==> config.mk <==
export PLATFORM = sky130hd
export DESIGN_NAME = gray_to_bin_arbiter_flat
export DESIGN_NICKNAME = d
export VERILOG_FILES = /design/src/rtl/gray_to_bin_arbiter_if.sv /design/src/rtl/gray_to_bin_arbiter.sv /design/src/flat_wrapper.sv
export SDC_FILE = /design/constraint.sdc
export NUM_CORES = 1
export LEC_CHECK = 0
export CAP_MARGIN = 20
export CORE_ASPECT_RATIO = 1.1
export CORE_UTILIZATION = 24
export DETAILED_ROUTE_END_ITERATION = 8
export GPL_TIMING_DRIVEN = 0
export PLACE_DENSITY = 0.48
export SYNTH_ARGS = -nofsm -noshare
export SYNTH_HDL_FRONTEND = slang
export SYNTH_SLANG_ARGS = --single-unit
==> constraint.sdc <==
create_clock -name clk -period 2.85 [get_ports clk]
set_input_delay 0.57 -clock clk [delete_from_list [all_inputs] [get_ports clk]]
set_output_delay 0.57 -clock clk [all_outputs]
set_load 0.01 [all_outputs]
==> src/rtl/gray_to_bin_arbiter_if.sv <==
// Request/result bundle for the shared Gray-to-binary engine.
// The slave side is the engine; the master side is the requesters and consumer.
interface gray_to_bin_arbiter_if #(
  parameter int WIDTH = 4,
  parameter int NREQ  = 4,
  parameter int ID_W  = 2
);
  logic [NREQ-1:0]       req_valid;
  logic [NREQ*WIDTH-1:0] req_gray;
  logic [NREQ-1:0]       req_ready;
  logic                  out_valid;
  logic                  out_ready;
  logic [WIDTH-1:0]      out_bin;
  logic [ID_W-1:0]       out_id;

  modport master (
    output req_valid, req_gray, out_ready,
    input  req_ready, out_valid, out_bin, out_id
  );

  modport slave (
    input  req_valid, req_gray, out_ready,
    output req_ready, out_valid, out_bin, out_id
  );
endinterface

==> src/rtl/gray_to_bin_arbiter.sv <==
// Round-robin shared bit-serial Gray-to-binary converter: grant one requester,
// resolve its word MSB-first one bit per clock, then hold the result until taken.
module gray_to_bin_arbiter #(
  parameter int WIDTH = 4,
  parameter int NREQ  = 4,
  parameter int ID_W  = 2
) (
  input  logic                   clk,
  input  logic                   rst,
  gray_to_bin_arbiter_if.slave   bus
);
  localparam int CNT_W = (WIDTH > 2) ? $clog2(WIDTH) : 1;

  typedef enum logic [1:0] {
    IDLE = 2'd0,
    CONV = 2'd1,
    DONE = 2'd2
  } state_t;

  state_t           state_r;
  state_t           state_nxt_s;
  logic [ID_W-1:0]  rr_ptr_r;
  logic [ID_W-1:0]  gnt_s;
  logic [ID_W-1:0]  idx_s;
  int               sum_s;
  logic             any_s;
  logic [NREQ-1:0]  gnt_onehot_s;
  logic [WIDTH-1:0] gray_sel_s;
  logic [WIDTH-1:0] gray_r;
  logic [WIDTH-1:0] bin_r;
  logic [WIDTH-1:0] above_s;
  logic [CNT_W-1:0] cnt_r;
  logic             out_valid_r;
  logic [ID_W-1:0]  out_id_r;

  // Round-robin search; walking offsets high-to-low lets the nearest one to rr_ptr win.
  always_comb begin
    gnt_s = '0;
    any_s = 1'b0;
    idx_s = '0;
    sum_s = 0;
    for (int i = NREQ - 1; i >= 0; i--) begin
      sum_s = (int'(rr_ptr_r) + i >= NREQ) ? (int'(rr_ptr_r) + i - NREQ) : (int'(rr_ptr_r) + i);
      idx_s = ID_W'(sum_s);
      gnt_s = bus.req_valid[idx_s] ? idx_s : gnt_s;
      any_s = any_s | bus.req_valid[idx_s];
    end
  end

  // Granted requester's Gray word and one-hot grant vector.
  always_comb begin
    gray_sel_s   = '0;
    gnt_onehot_s = '0;
    for (int i = 0; i < NREQ; i++) begin
      gray_sel_s      = (gnt_s == ID_W'(i)) ? bus.req_gray[i*WIDTH +: WIDTH] : gray_sel_s;
      gnt_onehot_s[i] = (gnt_s == ID_W'(i));
    end
  end

  // Bit k of the result is the already-resolved bit k+1 XOR gray[k]; the MSB sees a 0 above it.
  assign above_s = {1'b0, bin_r[WIDTH-1:1]};

  assign bus.req_ready = (!rst && state_r == IDLE && any_s) ? gnt_onehot_s : '0;
  assign bus.out_valid = out_valid_r;
  assign bus.out_bin   = bin_r;
  assign bus.out_id    = out_id_r;

  // Next-state decode.
  always_comb begin
    state_nxt_s = state_r;
    case (state_r)
      IDLE:    state_nxt_s = any_s ? CONV : IDLE;
      CONV:    state_nxt_s = (cnt_r == '0) ? DONE : CONV;
      DONE:    state_nxt_s = bus.out_ready ? IDLE : DONE;
      default: state_nxt_s = IDLE;
    endcase
  end

  // State register.
  always_ff @(posedge clk) begin
    if (rst) begin
      state_r <= IDLE;
    end else begin
      state_r <= state_nxt_s;
    end
  end

  // Capture, serial conversion and result hold.
  always_ff @(posedge clk) begin
    if (rst) begin
      rr_ptr_r    <= '0;
      gray_r      <= '0;
      bin_r       <= '0;
      cnt_r       <= '0;
      out_valid_r <= 1'b0;
      out_id_r    <= '0;
    end else begin
      case (state_r)
        IDLE: begin
          if (any_s) begin
            gray_r   <= gray_sel_s;
            bin_r    <= '0;
            out_id_r <= gnt_s;
            cnt_r    <= CNT_W'(WIDTH - 1);
            rr_ptr_r <= (gnt_s == ID_W'(NREQ - 1)) ? '0 : gnt_s + 1'b1;
          end
        end
        CONV: begin
          bin_r[cnt_r] <= above_s[cnt_r] ^ gray_r[cnt_r];
          if (cnt_r == '0) begin
            out_valid_r <= 1'b1;
          end else begin
            cnt_r <= cnt_r - 1'b1;
          end
        end
        DONE: begin
          if (bus.out_ready) begin
            out_valid_r <= 1'b0;
          end
        end
        default: begin
          out_valid_r <= 1'b0;
        end
      endcase
    end
  end
endmodule

==> src/flat_wrapper.sv <==
// flat-port wrapper written by rule: the top's interface ports become plain ports
module gray_to_bin_arbiter_flat 
#(
  parameter int WIDTH = 4,
  parameter int NREQ  = 4,
  parameter int ID_W  = 2
)
  (clk, rst, bus_req_valid, bus_req_gray, bus_out_ready, bus_req_ready, bus_out_valid, bus_out_bin, bus_out_id);
  gray_to_bin_arbiter_if #(.WIDTH(WIDTH), .NREQ(NREQ), .ID_W(ID_W)) bus_i ();
  input  logic clk;
  input  logic rst;
  input wire logic [$bits(bus_i.req_valid)-1:0] bus_req_valid;
  input wire logic [$bits(bus_i.req_gray)-1:0] bus_req_gray;
  input wire logic [$bits(bus_i.out_ready)-1:0] bus_out_ready;
  output wire logic [$bits(bus_i.req_ready)-1:0] bus_req_ready;
  output wire logic [$bits(bus_i.out_valid)-1:0] bus_out_valid;
  output wire logic [$bits(bus_i.out_bin)-1:0] bus_out_bin;
  output wire logic [$bits(bus_i.out_id)-1:0] bus_out_id;
  assign bus_i.req_valid = bus_req_valid;
  assign bus_i.req_gray = bus_req_gray;
  assign bus_i.out_ready = bus_out_ready;
  assign bus_req_ready = bus_i.req_ready;
  assign bus_out_valid = bus_i.out_valid;
  assign bus_out_bin = bus_i.out_bin;
  assign bus_out_id = bus_i.out_id;
  gray_to_bin_arbiter #(.WIDTH(WIDTH), .NREQ(NREQ), .ID_W(ID_W)) u_core (.clk(clk), .rst(rst), .bus(bus_i));
endmodule
==> results of run 1 <==
[synthesized netlist by cell type, types with 3 or more instances]
master    instances  area, sq um
a21oi_1          19         95.1
nand2_1          13         48.8
o32ai_2           3         48.8
o21ai_0          10         50.1
a22oi_1           4         30.0
nor3_1            7         35.0
ha_1              8          100
dfxtp_1          17          340
and3_1            5         31.3
nor2b_1           6         37.5
nand3_1           4         20.0
nor2_1            4         15.0
inv_1             9         33.8
clkbuf_1          4         15.0
xor2_1            3         26.3
[worst register-to-register path, cell delays in order (launching register included)]
cell	delay [ps]
dfxtp_1	350
nand2b_1	140
nor2b_1	260
o22ai_4	110
buf_4	150
ha_4	150
buf_4	150
a21oi_1	110
o21ai_0	90
a22oi_1	180
a21oi_1	100
[worst max-delay path by stage]
| stage | start | endpoint | depth (start not counted) | slack [ps] |
|---|---|---|---|---|
| 5_1_grt | bus_req_valid[2] | bus_req_ready[2] | 9 | -20 |
| 2_1_floorplan | bus_req_valid[2] | bus_req_ready[2] | 7 | 360 |
| 3_3_place_gp | bus_req_valid[0] | bus_req_ready[3] | 8 | -880 |
| 6_report | bus_req_valid[2] | bus_req_ready[2] | 9 | 50 |
| 3_5_place_dp | bus_req_valid[0] | bus_req_ready[3] | 8 | -860 |
| 4_1_cts | bus_req_valid[2] | bus_req_ready[2] | 9 | 50 |
[power groups by stage]
stage | Clock [mW] | Sequential (mW) | Combinational (mW)
floorplan | 0 | 0.316 | 0.225
global placement | 0 | 0.320 | 0.340
detailed placement | 0 | 0.322 | 0.344
CTS | 0.192 | 0.319 | 0.426
global route | 0.201 | 0.327 | 0.476
finish | 0.184 | 0.319 | 0.428
[flip-flops by register name, summed over array words and instances (netlist names)]
name / flops
u_core.rr_ptr_r: 2
u_core.bus.out_id: 2
u_core.bus.out_valid: 1
u_core.cnt_r: 2
u_core.gray_r: 4
u_core.bus.out_bin: 4
u_core.state_r: 2
[layer usage]
| layer | vias up | wire length, um | GRT usage |
|---|---|---|---|
| li1 | 558 | - | - |
| met1 | 491 | 1280 | 0.165 |
| met2 | 35 | 1350 | 0.230 |
| met3 | 4 | 138 | 0.0255 |
| met4 | 0 | 46 | 0.0741 |
| met5 | - | 0 | 0 |
[cells by family (layout without fill, tap and decap cells)]
logic type,Yosys count,count (layout),share of synthesized area
AND/OR/NAND/NOR,45,45,0.220
AO/OA/AOI/OAI,44,44,0.275
flip-flops,17,17,0.325
buffers and inverters,16,58,0.0586
adder cells (fa/ha/maj),8,8,0.0957
XOR/XNOR,3,3,0.0251
[cell type report]
| type | instances | area (sq um) |
|---|---|---|
| inverters | 9 | 33.8 |
| flip-flops and latches | 17 | 340 |
| clock inverters | 1 | 5.00 |
| fillers | 434 | 2460 |
| well taps | 52 | 65.1 |
| clock buffers | 3 | 41.3 |
| repair buffers | 41 | 377 |
| multi-input cells | 100 | 743 |
| plain buffers | 4 | 17.5 |
[stage by stage]
stage / area, sq um / std cells / worst slack (ps) / TNS [ps] / hold slack [ps]
5_1_grt: 1620 / 227 / -21.8 / -21.8 / 492
2_1_floorplan: 1050 / 133 / 358 / 0 / 473
6_report: 1620 / 227 / 50.7 / 0 / 463
3_5_place_dp: 1440 / 218 / -858 / -3970 / 457
3_3_place_gp: 1440 / 218 / -875 / -3920 / 447
4_1_cts: 1630 / 227 / 50.7 / 0 / 467
[timing repair]
| action | CTS | global route |
|---|---|---|
| setup endpoints to repair | 4 | 2 |
| buffers inserted | 8 | 0 |
| hold buffers | 0 | 0 |
| endpoints found under the hold margin | 0 | 0 |
| resized for setup | 28 | 2 |
| pin swaps | 4 | 1 |
==> qor.csv, run 1 <==
metric,value,unit
io_pins,34,
drc,0,
drv_cap,0,
fp.dieH,71.2,um
cts_tree,built,
avgSynthCellArea,7.86,sq um
utilization,0.397,
die_w,64.9,um
gp_congestion,0.717,
detail_route.vias_per_cell,4.79,
whs_path_depth,2,
setup_viol,0,
combinationalPowerShare,0.460,
p_clk_frac,0.197,
cts_buffers,3,
status,completed,
grtUsageTotal,0.137,
peakVddDrop,0.000188,V
p_total,0.932,mW
crit_path_end_kind,output port,
h-tree-depth,1,
wl_per_cell,12.4,um
startpoint_type,input pin,
synth_ff_type,dfxtp_1,
ys_seq_elements,17,
min_period,2800,ps
drive_gt1_frac,0.183,
gr-total-overflow,0,
clock.fmax,357,MHz
rr_worst_depth,10,
nets,207,
core_area,4080,sq um
drtAntennaViolNets,0,
dr.pass1.iters,4,
syn_inst,133,
drt_iter0_markers,31,
yosysSeqAreaShare,0.325,
antenna_found_initial,0,
clockRootBuffer,clkbuf_8,
critPathMaxStageDelay,300,ps
rr_startpoint,u_core.rr_ptr_r[0],
p_seq_frac,0.343,
dr_total_vias,1088,
drt_wl_total,2810,um
critPathMostFrequentCell,dlygate4sd2_1,
mostFrequentLayoutCell,clkdlybuf4s50_1,
grt_max_degree,11,
cp_slowest_cell,dlygate4sd2_1,
clock_sinks,17,
final_cell_mix,"clkdlybuf4s50_1, a21oi_1, dfxtp_1, nand2_1, o21ai_0",
slew_viol_final,0,
worstSetupPathType,input pin to output port,
insertion_delay,260,ps
num_rows,24,
cpLargestDelayFamily,buffers and inverters,
p_sw_frac,0.367,
synth_warnings,0,
arrival,2230,ps
reg2reg_setup_slack,940,ps
synthToLayoutAreaGrowth,55.1,%
path_clk_slew,70,ps
synthArstFlopShare,0,
r2r_end,u_core.gray_r[3],
cts_max_path_buffers,2,
p_leak,0.668,nW
powerDensity,574,nW/um^2
io_buffers,33,
synth_enable_flop_cells,0,
final.setup_skew,3.33,ps
rsz0062_at_grt,yes,
netlist_area,1050,sq um
finalHoldViolations,0,
dieArea,4630,sq um
grt_pass1_wl,4880,um
p_sw,0.342,mW
antenna_cells,0,
worstMarginPinSlew,551,ps
start_util,0.256,
fin_crit_sh,0.982,
path_cells,dlygate4sd2_1 > nor2b_1 > or2_4 > o22ai_4 > buf_4 > inv_2 > ha_4 > and3_1 > dlygate4sd2_1,
hold_path_class,flop to flop,
min_to,u_core.bus.out_id[1],
grt_pass1_vias,1073,
slew_headroom,0.633,
synth_nets,164,
ys_types,30,
critical_path_buf_inv_count,4,
cp_max_fo,9,
required,2280,ps
p_int,0.590,mW
hp-start,u_core.bus.out_id[1],
hpwl,2010,um
No activity file was read; power rests on OpenSTA's default activity.
==> run 2, diff against run 1 <==
--- a/config.mk
+++ b/config.mk
@@ -10,6 +10,7 @@
 export CORE_UTILIZATION = 24
 export DETAILED_ROUTE_END_ITERATION = 8
 export GPL_TIMING_DRIVEN = 0
+export HOLD_SLACK_MARGIN = 0.03
 export PLACE_DENSITY = 0.48
 export SYNTH_ARGS = -nofsm -noshare
 export SYNTH_HDL_FRONTEND = slang
==> results of run 2 <==
Same layout as run 1: the final DEF is identical, and so are final timing and power.
==> run 3, diff against run 2 <==
--- a/config.mk
+++ b/config.mk
@@ -8,10 +8,12 @@
 export CAP_MARGIN = 20
 export CORE_ASPECT_RATIO = 1.1
 export CORE_UTILIZATION = 24
+export CTS_BUF_LIST = sky130_fd_sc_hd__clkbuf_8
 export DETAILED_ROUTE_END_ITERATION = 8
 export GPL_TIMING_DRIVEN = 0
 export HOLD_SLACK_MARGIN = 0.03
 export PLACE_DENSITY = 0.48
+export SLEW_MARGIN = 20
 export SYNTH_ARGS = -nofsm -noshare
 export SYNTH_HDL_FRONTEND = slang
 export SYNTH_SLANG_ARGS = --single-unit
==> results of run 3 <==
Same layout as run 1: the final DEF is identical, and so are final timing and power.
